### config.mk
export PLATFORM = sky130hd
export DESIGN_NAME = uart_tx_byte_scheduler
export DESIGN_NICKNAME = d
export VERILOG_FILES = /design/src/rtl/uart_tx_byte_scheduler_pkg.sv /design/src/rtl/uart_tx_byte_scheduler_ring.sv /design/src/rtl/uart_tx_byte_scheduler.sv
export SDC_FILE = /design/constraint.sdc
export NUM_CORES = 1
export LEC_CHECK = 0
export ABC_AREA = 1
export BUFFER_PORTS_ARGS = -buffer_cell sky130_fd_sc_hd__buf_4
export CAP_MARGIN = 20
export CORE_ASPECT_RATIO = 0.7
export CORE_MARGIN = 2
export CORE_UTILIZATION = 41
export DETAILED_ROUTE_END_ITERATION = 8
export PLACE_DENSITY = 0.68
export RECOVER_POWER = 25
export SYNTH_ARGS = -nofsm -noshare
export SYNTH_HDL_FRONTEND = slang
export SYNTH_SLANG_ARGS = --single-unit
### constraint.sdc
create_clock -name clk -period 4.3 [get_ports clk]
set_input_delay 0.43 -clock clk [delete_from_list [all_inputs] [get_ports clk]]
set_output_delay 0.43 -clock clk [all_outputs]
set_load 0.005 [all_outputs]
### src/rtl/uart_tx_byte_scheduler_pkg.sv
// uart_pkg: scheduler state encoding and launch watchdog length shared by the
// UART byte scheduler files.
package uart_pkg;
   typedef enum logic [1:0] {IDLE, LAUNCH, BUSY, GAP} tx_sched_state_e;
   localparam int LAUNCH_WDOG = 4;
endpackage

### src/rtl/uart_tx_byte_scheduler_ring.sv
// byte_ring_buffer: circular store with wrap-bit pointers; the head entry is
// read combinationally so a pop can capture it in the same cycle.
module byte_ring_buffer
   import uart_pkg::*;
#(
   parameter int DEPTH = 16,
   parameter int DATA_W = 8
) (
   input  logic                       clk,
   input  logic                       rst_n,
   input  logic                       push,
   input  logic [DATA_W-1:0]          din,
   input  logic                       pop,
   output logic [DATA_W-1:0]          dout,
   output logic [$clog2(DEPTH+1)-1:0] level,
   output logic                       full,
   output logic                       empty,
   output logic                       drop
);
   localparam int AW = $clog2(DEPTH);
   localparam int LW = $clog2(DEPTH+1);
   logic [AW:0] wr_ptr, rd_ptr;
   logic [DATA_W-1:0] mem [DEPTH];
   logic wr_en, rd_en;
   assign full  = wr_ptr[AW] != rd_ptr[AW] && wr_ptr[AW-1:0] == rd_ptr[AW-1:0];
   assign empty = wr_ptr == rd_ptr;
   // A pop frees the slot the same cycle, so a full buffer still accepts.
   assign wr_en = push && (!full || pop);
   assign rd_en = pop && !empty;
   assign drop  = push && full && !pop;
   assign dout  = mem[rd_ptr[AW-1:0]];
   assign level = LW'(wr_ptr - rd_ptr);
   always_ff @(posedge clk or negedge rst_n)
      if (!rst_n) begin
         wr_ptr <= '0;
         rd_ptr <= '0;
      end else begin
         if (wr_en) wr_ptr <= wr_ptr + 1'b1;
         if (rd_en) rd_ptr <= rd_ptr + 1'b1;
      end
   always_ff @(posedge clk)
      if (wr_en) mem[wr_ptr[AW-1:0]] <= din;
endmodule

### src/rtl/uart_tx_byte_scheduler.sv
// uart_tx_byte_scheduler: buffers glitcher bytes and launches at most one byte
// per UART frame, with a post-frame gap and a watchdog on stalled launches.
module uart_tx_byte_scheduler
   import uart_pkg::*;
#(
   parameter int DEPTH = 16,
   parameter int DATA_W = 8,
   parameter int GAP_CLKS = 2
) (
   input  logic                       clk,
   input  logic                       rst_n,
   input  logic                       in_dv,
   input  logic [DATA_W-1:0]          in_byte,
   input  logic                       tx_active,
   input  logic                       tx_done,
   output logic                       tx_dv,
   output logic [DATA_W-1:0]          tx_byte,
   output logic [$clog2(DEPTH+1)-1:0] level,
   output logic                       full,
   output logic                       empty,
   output logic                       overflow
);
   localparam int CNT_MAX = GAP_CLKS > LAUNCH_WDOG ? GAP_CLKS : LAUNCH_WDOG;
   localparam int CW = $clog2(CNT_MAX+1);
   tx_sched_state_e state;
   logic [CW-1:0] cnt;
   logic [DATA_W-1:0] head;
   logic pop, drop;
   assign pop = state == IDLE && !empty;
   byte_ring_buffer #(.DEPTH(DEPTH), .DATA_W(DATA_W)) u_buf (
      .clk(clk), .rst_n(rst_n), .push(in_dv), .din(in_byte), .pop(pop),
      .dout(head), .level(level), .full(full), .empty(empty), .drop(drop)
   );
   // cnt is shared: launch watchdog in LAUNCH, idle spacing in GAP.
   always_ff @(posedge clk or negedge rst_n)
      if (!rst_n) begin
         state    <= IDLE;
         cnt      <= '0;
         tx_dv    <= 1'b0;
         tx_byte  <= '0;
         overflow <= 1'b0;
      end else begin
         tx_dv <= pop;
         if (drop) overflow <= 1'b1;
         case (state)
            IDLE:
               if (pop) begin
                  tx_byte <= head;
                  cnt     <= '0;
                  state   <= LAUNCH;
               end
            LAUNCH:
               if (tx_done) begin
                  cnt   <= '0;
                  state <= GAP;
               end else if (tx_active) state <= BUSY;
               else if (cnt == CW'(LAUNCH_WDOG-1)) state <= IDLE;
               else cnt <= cnt + 1'b1;
            BUSY:
               if (tx_done) begin
                  cnt   <= '0;
                  state <= GAP;
               end
            GAP:
               if (cnt == CW'(GAP_CLKS-1)) state <= IDLE;
               else cnt <= cnt + 1'b1;
            default: state <= IDLE;
         endcase
      end
endmodule

**Word level (Yosys, flattened, before mapping)**

Memories as Yosys holds them, arrays and structs flattened. A register that Yosys moved wholly into a read port is not among the register bits.
Index checks and enable logic that the tools add are counted.

- Reduce and logical (&&, ||, !) cells: 15
- $add $sub $neg: 4
- Multiplexer cells: 16
- Equal/unequal tests: 15

Operators with widths:

| cell | count |
|---|---|
| 3-bit two-way mux | 6 |
| 2-bit two-way mux | 6 |
| 3-bit one-hot mux with 4 select lines | 1 |
| 5-bit by 1-bit adder with 5-bit output, second input constant | 2 |
| 2-bit != test, second input constant | 4 |
| 2-bit one-hot mux with 4 select lines | 1 |
| 1-bit logical AND | 6 |
| 3-bit != test, second input constant | 2 |
| 5-bit == test | 1 |
| 5-bit AND reduction | 1 |
| 5-bit subtractor | 1 |
| 2-bit == test, second input constant | 2 |
| 4-bit == test | 1 |
| 1-bit zero test | 4 |
| 4-bit != test, second input constant | 1 |
| 4-bit AND reduction | 1 |
| 3-bit by 1-bit adder with 3-bit output, second input constant | 1 |
| 3-bit by 1-bit == test with 1-bit output, second input constant | 1 |
| 3-bit by 2-bit == test with 1-bit output, second input constant | 1 |
| 2-bit by 1-bit == test with 1-bit output, second input constant | 1 |
| 2-bit zero test | 1 |
| 1-bit two-way mux | 2 |
| 2-bit AND reduction | 1 |
| 1-bit logical OR | 1 |
| 1-bit != test | 1 |

- Output and inout port bits: 17
- Bits in writable memories: 128
- Flip-flop bits (word level): 17
- Memories: 1
- Input bits: 13
- Word-level logic and storage cells: 57

Memory list:

| memory | words | bits a word | read ports | clocked after memory_dff | wr ports | line | text |
|---|---|---|---|---|---|---|---|
| u_buf.mem | 16 | 8 | 1 | 1 | 1 | uart_tx_byte_scheduler_ring.sv:23 | `logic [DATA_W-1:0] mem [DEPTH];` |

**Logic depth before layout (Yosys ltp)**

Gate-level depths: netlist of the first run.

- Word-level depth: 7
- Mapped depth: 14
- Mapped depth without buffers: 12

**Modules after synthesis**

Synthesis of the first run repeated with hierarchy kept, for this count alone.

- Cells, all modules: 767
- Area, all modules: 7,181.9 µm²

Modules (own cells, without submodules):

| module | area each (µm²) | times used | cells each | sequential area each (µm²) |
|---|---|---|---|---|
| byte_ring_buffer | 6,459.9 | 1 | 678 | 4,093.9 |
| uart_tx_byte_scheduler | 721.9 | 1 | 89 | 375.4 |

**Worst setup path before layout of the first run**

No wires, ideal clock.

- Path kind: register to register
- From: reg u_buf.rd_ptr[2]
- To: mem u_buf.mem[0][0], enable pin
- Library setup time: 0.370 ns
- Arrival time: 2.119 ns
- Cell stages (with the launch flop): 14
- Period minus slack after synthesis: 2.490 ns
- Data required time: 3.930 ns
- Setup slack: 1.810 ns
- Buffers on the path: 2
- Path through: dfrtp_1 > buf_2 > inv_1 > clkbuf_1 > ha_1 > nand2_2 > nor2_4 > inv_2 > nor2_4 > nand2_2 > nand2_4 > inv_4 > nand2_2 > nor2_1

- Word-level cells in the longest chain between the ends: 7
- Elaborated cells between the ends (all ways): 10
- Classes of those cells: eq/ne (2); mux (2); reduce/logical (6)

Ends and longest elaborated chain:

| what | line | text |
|---|---|---|
| from (decl) | uart_tx_byte_scheduler_ring.sv:22 | `logic [AW:0] wr_ptr, rd_ptr;` |
| from (signal assigned) | uart_tx_byte_scheduler_ring.sv:39 | `if (rd_en) rd_ptr <= rd_ptr + 1'b1;` |
| 4-bit == test | uart_tx_byte_scheduler_ring.sv:25 | `assign full = wr_ptr[AW] != rd_ptr[AW] && wr_ptr[AW-1:0] == rd_ptr[AW-1:0];` |
| 1-bit logical AND | uart_tx_byte_scheduler_ring.sv:25 |  |
| net full | uart_tx_byte_scheduler.sv:19 | `output logic full,` |
| 1-bit zero test | uart_tx_byte_scheduler_ring.sv:28 | `assign wr_en = push && (!full \|\| pop);` |
| 1-bit logical OR | uart_tx_byte_scheduler_ring.sv:28 |  |
| 1-bit logical AND | uart_tx_byte_scheduler_ring.sv:28 |  |
| 1-bit two-way mux | uart_tx_byte_scheduler_ring.sv:42 | `if (wr_en) mem[wr_ptr[AW-1:0]] <= din;` |
| 1-bit two-way mux (not written as such) | uart_tx_byte_scheduler_ring.sv:42 |  |
| to (decl) | uart_tx_byte_scheduler_ring.sv:23 |  |

The timed path passes the listed nets, and every way through them passes these cells.

**Worst setup path after layout of the first run**

- From: reg u_buf.rd_ptr[2]
- To: mem u_buf.mem[10][7], enable pin

- Word-level cells in the longest chain between the ends: 7
- Elaborated cells between the ends (all ways): 10
- Classes of those cells: eq/ne (2); mux (2); reduce/logical (6)

Ends and longest elaborated chain:

| what | line |
|---|---|
| 5-bit == test or 4-bit == test (tied branches) | uart_tx_byte_scheduler_ring.sv:26, uart_tx_byte_scheduler_ring.sv:25 |
| 1-bit zero test or 1-bit logical AND (tied branches) | uart_tx_byte_scheduler.sv:29, uart_tx_byte_scheduler_ring.sv:25 |
| 1-bit logical AND or 1-bit zero test (tied branches) | uart_tx_byte_scheduler.sv:29, uart_tx_byte_scheduler_ring.sv:28 |
| 1-bit logical OR * | uart_tx_byte_scheduler_ring.sv:28 |
| 1-bit logical AND * | uart_tx_byte_scheduler_ring.sv:28 |
| 1-bit two-way mux * | uart_tx_byte_scheduler_ring.sv:42 |
| 1-bit two-way mux (not written as such) * | uart_tx_byte_scheduler_ring.sv:42 |

Every way passes the cells marked *; elsewhere a longest branch is shown, timed or not.

==> results of run 1 <==
==> cell type report <==
type / count / area, µm²
clock buffer: 19 / 433
clock inverter: 13 / 153
fill: 1506 / 8490
inverter: 105 / 397
multi-input combinational: 384 / 1840
sequential: 153 / 4470
tap: 225 / 282
timing repair buffer: 33 / 236
==> routing by layer <==
metal  up-vias  GRT usage (%)  wire [µm]
met5         -              0          0
met4         0           6.13        255
met3        25           3.98       1150
met2       172           27.2       6930
met1      2219           29.0       7450
li1       2222              -          -
==> worst max-delay path: stages (launching register included) <==
cell	delay, ns
dfrtp_1	0.54
inv_1	0.27
ha_1	0.43
nand2_2	0.12
nor2_4	0.05
inv_2	0.06
nor2_4	0.04
nand2_2	0.07
nand2_4	0.08
inv_4	0.11
nand2_2	0.13
nor2_1	0.56
==> what timing repair did <==
action / in CTS / in global routing
endpoints found under the setup margin: 0 / 0
hold buffers: 1 / 0
hold endpoints to repair: 25 / 0
==> path summary, 6_finish.rpt <==
| check | startpoint | endpoint | slack (ns) | cells past startpoint |
|---|---|---|---|---|
| setup / recovery | u_buf.rd_ptr[2] | u_buf.mem[10][7] | 1.48 | 11 |
| hold / removal | tx_active | flip-flop | 0.26 | 3 |
| setup reg to reg | u_buf.rd_ptr[2] | u_buf.mem[10][7] | 1.48 | 11 |
| hold reg to reg | u_buf.rd_ptr[3] | u_buf.rd_ptr[3] | 0.52 | 1 |
| max in group asynchronous | rst_n | u_buf.rd_ptr[0] | 3.57 | 2 |
| min in group asynchronous | rst_n | tx_byte[0] | 0.46 | 2 |
==> logic make-up (layout without fill, tap and decap cells) <==
| group | count (synthesis) | in the layout | synth area share (%) |
|---|---|---|---|
| adder cells (fa/ha/maj) | 13 | 13 | 2.49 |
| AO/OA/AOI/OAI | 31 | 31 | 2.36 |
| XOR/XNOR | 8 | 8 | 1.02 |
| flip-flops | 153 | 153 | 65.3 |
| AND/OR/NAND/NOR | 332 | 332 | 21.0 |
| buffers and inverters | 131 | 170 | 7.77 |
==> report_power, final <==
part	total (mW)	internal [mW]	switching, mW
clock	1.49	0.907	0.578
sequential	2.00	1.85	0.149
combinational	1.87	0.641	1.23
==> cells in the mapped netlist <==
master,count
clkbuf_1,5
nor2_2,1
buf_2,18
nand2_2,8
clkinv_1,2
o21bai_1,1
nand3b_1,4
o21ai_1,4
nand4_1,1
xor2_1,7
a31o_2,1
inv_2,4
nand2_1,179
inv_1,98
buf_6,1
nand3_1,94
ha_1,12
nor2_4,2
buf_4,2
o21ai_0,6
fa_1,1
dfrtp_1,25
a21oi_1,19
inv_4,1
nor2_1,38
nor3_1,3
xnor2_1,1
edfxtp_1,128
nand2_4,2
==> state kept, by name (all words and copies together) (netlist names), named ones only <==
signal and flops:
u_buf.rd_ptr 5, cnt 3, tx_dv 1, u_buf.wr_ptr 5, u_buf.mem 128, state 1
overflow 1, tx_byte 8
==> metrics by stage <==
stage / cells / worst slack [ns] / hold WS, ns / utilization, %
floorplan: 668 / 1.81 / 0.134 / -
global placement: 898 / 1.56 / 0.359 / 44.3
detailed placement: 898 / 1.48 / 0.366 / 44.3
CTS: 931 / 1.47 / 0.253 / 48.0
global route: 932 / 1.27 / 0.287 / 47.9
finish: 932 / 1.48 / 0.255 / 47.9
==> run metrics, run 1 <==
status=finished, final reports clean; IO buf count=29; Clock H-tree levels=4; final hold vios=0; most frequent cells in the layout=nand2_1, edfxtp_1, inv_1; syn nets=694; gr usage total=19.0%; IO Count=30; Post-CTS Setup Bufs=0; layout cells sized above 1=10.2%; crit path time final=2.82 ns; worst path arrival time=2.87 ns; Synth top area share=56.2%; clock root buffer master=clkbuf_16; commonest non-fill, non-tap cell in the layout=nand2_1; Inserted Clock Buffers=17; CP endpoint kind=flip-flop; RSZ-0062 raised after global routing=no; Syn Std Cell Area=0.00684 mm²; Nets=720; mean routed wirelength per cell=16.9 µm; Netlist cell types=29; Iter 0 DRT Violations=527; largest area contributor in the netlist=edfxtp_1; Slew @ Worst Pin=1.05 ns; clk slew on worst S/H paths=0.06 ns; CP required=4.35 ns; vias in the first global route=4431; DIE WIDTH=158 µm; die height=112 µm; post-route ant nets=0; Avg Cell Area, Syn=10.2 µm²; first-pass GRT wire length=24500 µm; n_diodes=0; placed instance area=0.00722 mm²; maximum buffer depth of the clock tree=2; Peak VDD IR=0.393 mV; clock sinks=153; final setup fails=0; post-route cell area=0.00781 mm²; DRT Pass-1 Iters=6; CTS tree=yes; hpwl dp=10100 µm; Power Dens Cells=685 mW/mm²; Area contributors post-synth=edfxtp_1, nand2_1, dfrtp_1; Initial Util=42.0%; Fmax achieved=0.354 GHz; Warnings, synthesis=0; Post-Synthesis Cells=668; post-synthesis register bit count=153; final worst-path cycle share=65.7%; DIE AREA=0.0177 mm²; total global routing overflow=0; leakage=3.28 nW; worst-path fanout max=11; Critical Path Source Type=flip-flop; Final Skew=0.00489 ns; GP Congestion=0.837; vias=4638; core box area=0.0163 mm²; CP Class=flip-flop to flip-flop; Hold WC Path Type=primary input to flip-flop; max-slew violations=0; row count=39; Area Overhead vs Synth=14.2%; Max Cap Viol=0; worst-skew pair later-pin latency=0.42 ns; drt drc=0; sequential area share after synthesis=65.3%; largest net degree at the start of global routing=68; WL final=15800 µm; vias per cell=4.98; slew margin rel.=30.3%; initial antenna violation count=0; CTS-repair resized insts=0; Setup TNS Final=0 ns; Power, Total=5.35 mW
No activity file was read; power rests on OpenSTA's default activity.
==> run 2, diff against run 1 <==
- ABC_AREA: 1 -> 0
- clock period: 4.3 -> 2.7 ns (I/O delays scaled with it)
==> run 2 against run 1 <==
  * Core utilization grew 2.2 points
  * Sequential share of layout area grew 2.7 points
  * Final area shrank 4.6%
  * Flip-flop and latch count is the same
  * Power grew 56%
  * Synthesized area shrank 7.8%
  * Synthesized cell count shrank 42%
  * First-iteration DRC count shrank 36%
  * Combinational power grew 43%
  * Clock power grew 72%
  * Final cell count shrank 30%
  * Critical endpoint is now level[4]
  * Largest cell class unchanged
  * Largest power group unchanged
==> run metrics, run 2 <==
status=finished, final reports clean; CP required=2.43 ns (-1.92 ns); sequential area share after synthesis=70.9% (+5.6 points); clock sinks=153 (unchanged); final setup fails=0 (unchanged); vias per cell=5.36 (+7.7%); reg2reg end=u_buf.mem[3][3]; CP Class=flip-flop to output pin; largest area contributor in the netlist=edfxtp_1; critical hold path startpoint=in_dv; largest net degree at the start of global routing=32 (-53%); met3 usage=4.71% (+0.73 points); Iter 0 DRT Violations=339 (-36%); syn nets=414 (-40%); DRT Pass-1 Iters=5 (-1); CTS-repair resized insts=0 (unchanged); worst r2r src=u_buf.wr_ptr[0]; IO Count=30 (unchanged); most frequent cells in the layout=edfxtp_1, mux2i_1, buf_4; Nets=466 (-35%); Critical Path Source Type=flip-flop; Hold WC Path Type=primary input to flip-flop; die height=108 µm (-3.9%); RSZ-0062 raised after global routing=no; worst hold stages=2 (-1); max-slew violations=0 (unchanged); DIE WIDTH=152 µm (-3.9%); Final Skew=0.0109 ns (+0.00596 ns); layout cells sized above 1=20.3% (+10 points); FFs w/ async S/R, synth=16.3% (unchanged); synth cell count leaders=edfxtp_1, mux2i_1, nor2_1, dfrtp_1, o22ai_1; multi-input logic area=0.00168 mm² (-8.7%); Reg2Reg Depth=7 (-4); Clock H-tree levels=4 (unchanged); final core utilization=50.2% (+2.2 points); worst-path fanout max=30 (+19); commonest non-fill, non-tap cell in the layout=edfxtp_1; hold endpoint=overflow; Area Overhead vs Synth=18.2%; GR Layer Usage met1=27.2% (-1.7 points); crit path time final=2.44 ns; Post-CTS Setup Bufs=0 (unchanged); final worst-path cycle share=90.2%; Inserted Clock Buffers=17 (unchanged); GP Congestion=0.845 (+1.0%); row count=37 (-5.1%); clk slew on worst S/H paths=0.06 ns (about the same); final hold vios=0 (unchanged); maximum buffer depth of the clock tree=2 (unchanged); post-synthesis register bit count=153 (unchanged); Max Cap Viol=0 (unchanged); Area contributors post-synth=edfxtp_1, dfrtp_1, mux2i_1; slew margin rel.=35.3% (+5.0 points); register area=0.00447 mm² (about the same); Fmax achieved=0.411 GHz; Peak VDD IR=0.445 mV (+13%); IO buf count=29 (unchanged); core box area=0.0149 mm² (-8.8%); worst-skew pair later-pin latency=0.41 ns (about the same); CP endpoint kind=output pin; Setup TNS Final=0 ns (unchanged); vias=3474 (-25%); Post-Synthesis Cells=388 (-42%); Synth top area share=61.0% (+4.8 points); R2R Setup Slk=0.45 ns (-1.03 ns); EDFF count, synth=128 (unchanged); WL final=13400 µm (-15%); M2 GR Usage=23.7% (-3.5 points); dominant synthesized flop cell=edfxtp_1; Netlist cell types=39 (+34%); leakage=2.69 nW (-18%); Power Dens Cells=1120 mW/mm² (+64%); DIE AREA=0.0164 mm² (-7.6%); most common cell in the netlist=edfxtp_1; total global routing overflow=0 (unchanged); initial antenna violation count=0 (unchanged); fill cell count=1209 (-20%); CTS tree=yes; vias in the first global route=3467 (-22%); Slew @ Worst Pin=0.970 ns (-0.0755 ns); hpwl dp=8770 µm (-13%); clock root buffer master=clkbuf_16; drt drc=0 (unchanged); worst path arrival time=2.17 ns (-0.70 ns); max reg flops=128 (unchanged); Syn Std Cell Area=0.00630 mm² (-7.8%); gr usage total=17.5% (-1.5 points); first-pass GRT wire length=21100 µm (-14%); mean routed wirelength per cell=20.7 µm (+22%); Most Crowded Layer GR=met1; post-route ant nets=0 (unchanged); n_diodes=0 (unchanged); Avg Cell Area, Syn=16.2 µm² (+59%); Initial Util=42.4% (+0.45 points); Warnings, synthesis=0 (unchanged)
[run 2: cell families after synthesis]
logic type	count (synthesis)	share of synthesized area, %
AND/OR/NAND/NOR	62	4.53
AO/OA/AOI/OAI	56	6.29
multiplexers	59	11.0
XOR/XNOR	12	1.79
flip-flops	153	70.9
adder cells (fa/ha/maj)	13	2.70
buffers and inverters	33	2.78
[run 2: where the power goes]
group | total, mW | switching [mW] | internal, mW | leakage [nW]
registers | 3.13 | 0.184 | 2.94 | 1.45
logic | 2.67 | 1.50 | 1.16 | 0.930
clock network | 2.57 | 0.926 | 1.64 | 0.305
total | 8.36 | 2.61 | 5.75 | 2.69
[run 2: worst max path at each step]
| stage | to | slack (ns) | start |
|---|---|---|---|
| after floorplan | u_buf.mem[7][0] | 0.04 | u_buf.rd_ptr[1] |
| after global placement | u_buf.mem[3][7] | 0.51 | u_buf.rd_ptr[2] |
| after detailed placement | u_buf.mem[3][7] | 0.48 | u_buf.wr_ptr[0] |
| after CTS | level[4] | 0.21 | u_buf.rd_ptr[1] |
| after global routing | level[4] | 0.06 | u_buf.rd_ptr[1] |
| final | level[4] | 0.26 | u_buf.rd_ptr[1] |
[run 2: stage by stage]
stage / power [mW] / hold slack [ns] / setup WS (ns) / cells / area (µm²)
detailed placement: 5.84 / 0.217 / 0.483 / 615 / 6830
global route: 8.76 / 0.0889 / 0.0602 / 648 / 7450
finish: 8.36 / 0.0963 / 0.264 / 648 / 7450
floorplan: 4.94 / -0.0256 / 0.0367 / 388 / 6320
CTS: 8.42 / 0.0872 / 0.213 / 648 / 7480
global placement: 5.79 / 0.206 / 0.505 / 615 / 6830
[run 2: routing by layer]
metal  vias up  routed length [µm]
li1       1597                   -
met1      1731                6730
met2       135                5580
met3        11                 982
met4         0                 123
met5         -                   0
[run 2: cell type report]
class | count | share of cell area (%)
multi-input combinational | 202 | 22.5
inverter | 14 | 0.705
clock buffer | 17 | 5.71
sequential | 153 | 60.0
clock inverter | 15 | 2.95
tap | 195 | 3.27
timing repair buffer | 52 | 4.87
[run 2: critical path, cell delays in order, from the launching register on]
cell,delay [ns]
dfrtp_1,0.35
buf_4,0.44
fa_1,0.32
inv_1,0.05
a21o_1,0.15
a21oi_1,0.17
xor2_1,0.16
buf_4,0.13
[run 2: timing repair]
action                                 CTS  global route
setup endpoints to repair                0             0
hold buffers                             1             0
endpoints found under the hold margin   25             0
